--- src/rtl/lifo_drain.sv ---
// Read-side burst engine for the lifo stack: pops up to len_i words and
// streams them most-recent-first on a valid/ready interface.
module lifo_drain #(
  parameter int DWIDTH        = 16,
  parameter int AWIDTH        = 8,
  parameter bit STOP_ON_EMPTY = 1'b1
) (
  input  logic              clk_i,
  input  logic              srst_i,
  input  logic              start_i,
  input  logic [AWIDTH:0]   len_i,
  output logic              lifo_rdreq_o,
  input  logic [DWIDTH-1:0] lifo_q_i,
  input  logic [AWIDTH:0]   lifo_usedw_i,
  output logic [DWIDTH-1:0] data_o,
  output logic              valid_o,
  input  logic              ready_i,
  output logic              busy_o,
  output logic              done_o,
  output logic              short_o,
  output logic [AWIDTH:0]   count_o
);

  typedef enum logic [1:0] {
    IDLE,
    RUN,
    FLUSH,
    DONE
  } state_t;

  localparam logic [AWIDTH:0] ONE     = {{AWIDTH{1'b0}}, 1'b1};
  localparam logic [AWIDTH:0] CNT_MAX = {1'b1, {AWIDTH{1'b0}}};

  state_t            state;
  logic [AWIDTH:0]   remain;
  logic              inflight;
  logic [1:0]        buf_cnt;
  logic [DWIDTH-1:0] tail;

  logic              xfer;
  logic [1:0]        cnt_eff;
  logic              drained;
  logic              ran_dry;
  logic              last_pop;

  assign valid_o = (buf_cnt != 2'd0);

  // Occupancy net of this cycle's transfer keeps one word per cycle flowing
  // while still bounding buffered + in-flight words to two.
  always_comb begin
    xfer         = valid_o && ready_i;
    cnt_eff      = buf_cnt - {1'b0, xfer};
    lifo_rdreq_o = (state == RUN) && (remain != '0)
                   && (lifo_usedw_i > {{AWIDTH{1'b0}}, inflight})
                   && (({1'b0, inflight} + cnt_eff) < 2'd2);
    drained      = !inflight && (cnt_eff == 2'd0);
    ran_dry      = STOP_ON_EMPTY && (lifo_usedw_i == '0) && !inflight
                   && (remain != '0);
    last_pop     = lifo_rdreq_o && (remain == ONE);
  end

  always_ff @(posedge clk_i) begin
    if (srst_i) begin
      state    <= IDLE;
      remain   <= '0;
      inflight <= 1'b0;
      buf_cnt  <= 2'd0;
      data_o   <= '0;
      tail     <= '0;
      busy_o   <= 1'b0;
      done_o   <= 1'b0;
      short_o  <= 1'b0;
      count_o  <= '0;
    end else begin
      inflight <= lifo_rdreq_o;
      if (lifo_rdreq_o)
        remain <= remain - ONE;

      // data_o is the head entry, tail the second; a word arrives one cycle after its pop
      case ({xfer, inflight})
        2'b01: begin
          if (buf_cnt == 2'd0)
            data_o <= lifo_q_i;
          else
            tail <= lifo_q_i;
          buf_cnt <= buf_cnt + 2'd1;
        end
        2'b10: begin
          data_o  <= tail;
          buf_cnt <= buf_cnt - 2'd1;
        end
        2'b11: begin
          if (buf_cnt == 2'd1) begin
            data_o <= lifo_q_i;
          end else begin
            data_o <= tail;
            tail   <= lifo_q_i;
          end
        end
        default: ;
      endcase

      if (xfer && (count_o != CNT_MAX))
        count_o <= count_o + ONE;

      case (state)
        IDLE: begin
          if (start_i) begin
            remain  <= len_i;
            count_o <= '0;
            short_o <= 1'b0;
            busy_o  <= 1'b1;
            state   <= (len_i == '0) ? DONE : RUN;
          end
        end
        RUN: begin
          if (last_pop) begin
            state <= FLUSH;
          end else if (ran_dry) begin
            short_o <= 1'b1;
            // Nothing left to deliver: finish now rather than idle a cycle in FLUSH
            if (drained) begin
              state  <= DONE;
              done_o <= 1'b1;
              busy_o <= 1'b0;
            end else begin
              state <= FLUSH;
            end
          end
        end
        FLUSH: begin
          if (drained) begin
            state  <= DONE;
            done_o <= 1'b1;
            busy_o <= 1'b0;
          end
        end
        DONE: begin
          // Zero-length bursts arrive here with done_o low and raise it one cycle later
          if (done_o) begin
            done_o <= 1'b0;
            state  <= IDLE;
          end else begin
            done_o <= 1'b1;
            busy_o <= 1'b0;
          end
        end
        default: state <= IDLE;
      endcase
    end
  end

endmodule
--- config.mk ---
export PLATFORM = sky130hd
export DESIGN_NAME = lifo_drain
export DESIGN_NICKNAME = d
export VERILOG_FILES = /design/src/rtl/lifo_drain.sv
export SDC_FILE = /design/constraint.sdc
export NUM_CORES = 1
export LEC_CHECK = 0
export BUFFER_PORTS_ARGS = -buffer_cell sky130_fd_sc_hd__buf_2
export CAP_MARGIN = 40
export CORE_MARGIN = 10
export CORE_UTILIZATION = 50
export DETAILED_ROUTE_END_ITERATION = 12
export PLACE_DENSITY = 0.8
export REMOVE_ABC_BUFFERS = 1
export SYNTH_ARGS = -nofsm -noshare
export SYNTH_HDL_FRONTEND = slang
export SYNTH_SLANG_ARGS = --single-unit
--- constraint.sdc ---
create_clock -name clk_i -period 3.4 [get_ports clk_i]
set_input_delay 1.02 -clock clk_i [delete_from_list [all_inputs] [get_ports clk_i]]
set_output_delay 1.02 -clock clk_i [all_outputs]
set_load 0.05 [all_outputs]
After elaboration in Yosys (flattened, before gate mapping)
Index checks and enable logic that the tools add are counted.
Word-level totals
  input port bits: 38
  memory bits (writable): 0
  latch bits: 0
  ROM bits: 0
  register bits after elaboration: 58
  memories: 0
Operators by class
  add/subtract/negate cells: 6
  multiply operators: 0
  equal/unequal tests: 19
  div/mod/pow operators: 0
  magnitude comparators: 2
  shift-type cells: 0
  bitwise gates (word level): 0
  muxes and demuxes: 36
  reductions and logical operators: 28
Operators by type and width (count)
  $mux 16: 4
  $mux 9: 6
  $pmux 16 s3: 1
  $pmux 16 s2: 1
  $logic_not 9->1: 2
  $ne 2x2->1 const B: 9
  $mux 1: 13
  $mux 2: 6
  $reduce_and 4->1: 3
  $add 9x1->9 const B: 1
  $eq 9x1->1 const B: 1
  $gt 9x1->1: 1
  $logic_and 1x1->1: 9
  $ne 9x9->1 const B: 1
  $reduce_bool 9->1: 1
  $sub 9x1->9 const B: 1
  $eq 2x2->1 const B: 4
  $pmux 2 s4: 1
  $reduce_bool 2->1: 4
  $eq 2x1->1 const B: 3
  $logic_not 2->1: 3
  $reduce_and 3->1: 2
  $reduce_bool 3->1: 2
  $pmux 1 s4: 1
  11 further kinds: 11

Longest topological paths before layout
  word-level depth: 9
  gate-level depth with buffers: 11

Least setup slack after synthesis
OpenSTA, ideal clock, no wires.
  path type: input -> output
  start: input ready_i
  end: output lifo_rdreq_o
  arrival: 2.334 ns
  cell stages on the path: 7
  path buffers: 0
  slack: 0.046 ns
  path through: nand2b_1 -> inv_1 -> ha_1 -> xnor2_1 -> xnor2_2 -> nand4b_2 -> inv_2
Between the ends
  cells in the longest elaborated chain, start to end: 5
RTL lines
  from (decl): line 17  | input logic ready_i,
  $logic_and 1x1->1: line 51  | xfer = valid_o && ready_i;
  $sub 2x1->2: line 52  | cnt_eff = buf_cnt - {1'b0, xfer};
  $add 1x2->2: line 55  | && (({1'b0, inflight} + cnt_eff) < 2'd2);
  $lt 2x2->1: line 55
  $logic_and 1x1->1: line 55
  to (decl): line 12  | output logic lifo_rdreq_o,
Every way passes these cells.

Worst setup path after layout
Ends and elaborated chain as after synthesis.

==> results.md <==
- Tot Pwr: 3490 uW
- Setup ws final: 0.0885 ns
- Total area of sequential cells: approximately 0.0012 mm^2
- Outcome: finished clean
- Final std cells w/o fill: between 400 and 500
- Cts hold-fix bufs: 0
- Number of global-route vias before repair: roughly 2,500
- Final period util: between 90% and 100%
- Part of the power in registers: slightly below 30%
- Placement Setup Slack: -0.0239 ns
- Worst Hold Class: register to register
- Crit Path Class: input pin to primary output
- Fin. Hold Viols: 0
- CTS H-Tree Depth: 3
- Post-detailed-route count of antenna-violating nets: 0
- Mapped Cells: between 300 and 400
- Root buffer cell: clkbuf_8
- Initial DRC count: 130
- TritonCTS buffer count: 9
- Via density: ~5.5
- Via count: between 2,000 and 3,000
- Routability congestion estimate: ~0.85
- Total of max-cap violations: 0
- Synth Cell Area: around 0.0029 mm^2
- Final Setup Violations: 0
- Synth warnings: 0
- Post-synth top flop: dfxtp_1
- CP Data Arrival Time: around 2.3 ns
- GRT Total Usage: 15.6%
- Post-CTS Setup Inserts: 0
- Die width: between 90 and 100 um
- TritonRoute pass-1 iters: 4
- Tmin final: between 3 and 4 ns
- Main combinational cell family by area after synthesis: simple AND/OR/NAND/NOR gates
- Lkg Pwr: about 0.0015 uW
- Switching Share: between 40% and 50%
- Die boundary height: between 90 and 100 um
- Sw Pwr: roughly 1500 uW
- Wirelength per Cell: around 15 um
- Post-DP Area: between 0.003 and 0.004 mm^2
- Adder-cell share of the synthesized area: ~7.0%
- Largest net degree at the start of global routing: 33
- Pwr/cell area: around 970 mW/mm^2
- Buffers on Ports: 67
- Clk buf depth: 2
- Std cell rows: 27
- Total wire length: 7210 um
- DRC Markers: 0
- Maximum VDD drop: 0.000433 V
- CTS tree: built
- Clk_skew: ~0.008 ns
- Fin area: between 0.003 and 0.004 mm^2
- Clk pwr share: 20.4%
- Worst Max-Slew Pin Slew: 0.607 ns
- Grt ovf: 0
- Fillers: 456
- WP data required: around 2.4 ns
- Area of the multi-input gates: between 0.0015 and 0.002 mm^2
- Synth-to-layout area growth: 25.6%
- Max Slew Vio Count: 0
- Layout Nets: around 450
- Mean cell area of the mapped netlist: just under 9 um^2
- Core area: ~0.0055 mm^2
- Met3 wire length: ~450 um
- Post-synthesis mux area share: under 10%
- DR top layer: met4
- First-pass GRT wire length: around 12,000 um
- Detailed Place HPWL: 5120 um
- Simple-gate portion of the synthesized area: about a fifth
- Maximum clock frequency: between 300 and 400 MHz
- Synth Area in Compound Gates: between 10% and 20%
- Clock-pin transition on the worst setup and hold timing paths: ~0.070 ns
- Register area share after synthesis: 40.4%
- Unique masters post-synth: 44
- EDFF count, synth: 0
- Die Area: between 0.009 and 0.01 mm^2
- Top cell type's share of synthesized area: 40.4%
- IO Pins: 68
- Critical path fanouts, max: 2
- Share of layout cells above drive strength 1: ~26%
- Crit. End Element: primary output
- Yosys reg bits: between 50 and 60
- Clock sinks: 58
- Startpoint Class: input pin
- Xor-xnor portion of the synthesized cell area: between 4 and 5%
- Wl on met1: about 3200 um
- Internal power: 1950 uW
- Largest area contributor in the netlist: dfxtp_1
- Logic gate share of total power: 50.6%
- WHS: 0.498 ns
- Initial Utilization: slightly above 50%
- Main area contributors after synthesis: dfxtp_1, nor2_1, ha_1
- RSZ-0062 raised after global routing: false
- Cells after DPL: ~460
- Worst-skew pair later-pin latency: between 0.3 and 0.4 ns
- Max-slew headroom: about three fifths
- Wire length on met2: roughly 3500 um
- Async SR Flop Fraction: 0%
- Antenna diodes: 0
- Initial antenna violation count: 0
==> metal layers <==
metal | vias up | global-route usage [%]
li1 | 1322 | -
met1 | 1202 | 19.2
met2 | 74 | 25.2
met3 | 8 | 3.89
met4 | 0 | 7.13
met5 | - | 0
==> cell families after synthesis <==
| group | after synthesis |
|---|---|
| and+or+nand+nor | 117 |
| AOI/OAI and AO/OA | 71 |
| DFF | 58 |
| buffers and inverters | 33 |
| muxes | 18 |
| adders and majority gates | 16 |
| xor gates and xnor gates | 13 |
==> cell usage after synthesis, types with 6 or more instances <==
cell type	count
a311oi_1	8
ha_1	16
dfxtp_1	58
o21ai_0	7
a21oi_1	6
nor4_1	6
or3_1	8
clkbuf_1	13
a22oi_1	17
a211oi_1	18
mux2i_1	16
inv_1	16
nor2_1	60
xor2_1	8
nand2_1	9
==> state kept, by name (all words and copies together), names as in the netlist <==
register and flops:
busy_o 1, tail 16, data_o 16, count_o 9, state 2, done_o 1, remain 9, inflight 1
short_o 1, buf_cnt 2
==> worst max-delay path, stage by stage <==
cell,delay [ns]
buf_2,0.09
nand2b_1,0.08
inv_1,0.10
ha_2,0.28
nand2b_4,0.16
xnor2_4,0.19
nand4b_2,0.14
inv_2,0.10
buf_8,0.14
==> metrics by stage <==
step                utilization [%]  TNS [ns]
CTS                            64.3         0
detailed placement             60.2   -0.0239
global placement               59.7  -0.00893
finish                         65.2         0
global route                   65.2         0
floorplan                         -   -0.0620
==> final cells by class <==
class	count	area share, %
Tap cell	72	2.49
Clock inverter	5	2.15
Sequential cell	58	32.3
Clock buffer	11	3.91
Timing Repair Buffer	77	12.2
Multi-Input combinational cell	235	45.2
Inverter	17	1.77
==> layout by cell type, fill, tap and decap left out, types with 3 or more instances in the layout <==
master and count:
xor2_1 8, nand3_1 3, buf_2 66, nand2b_1 4, a22oi_1 17, mux2i_1 16, a211oi_1 18, nand2_1 9
clkbuf_8 10, nor2_1 60, xnor2_1 3, a21oi_1 5, nor3_1 5, buf_4 9, nor4_1 6, a311oi_1 8
nand4_1 4, or3_1 8, ha_1 14, o21ai_1 4, dfxtp_1 56, o21ai_0 7, nor2b_1 3, inv_1 16
==> power by group through the flow <==
stage	Clock [uW]	Sequential, uW	Combinational, uW
final	711	1010	1770
after detailed placement	0	1010	1690
after global placement	0	1000	1620
after CTS	719	1000	1710
after floorplan	0	1350	872
after global routing	755	1040	1920
==> worst paths after layout <==
check / slack (ns) / depth (start not counted) / end / from
setup / recovery: 0.09 / 9 / lifo_rdreq_o / ready_i
hold / removal: 0.50 / 2 / data_o[14] / data_o[14]
setup reg to reg: 0.76 / 11 / remain[6] / buf_cnt[1]
hold reg to reg: 0.50 / 2 / data_o[14] / data_o[14]
==> repair_timing <==
item / in CTS / in global routing
endpoints found under the setup margin: 1 / 1
pin swaps: 0 / 2
resized for setup: 2 / 10
cloned: 0 / 0
(Power assumes the default switching activity.)
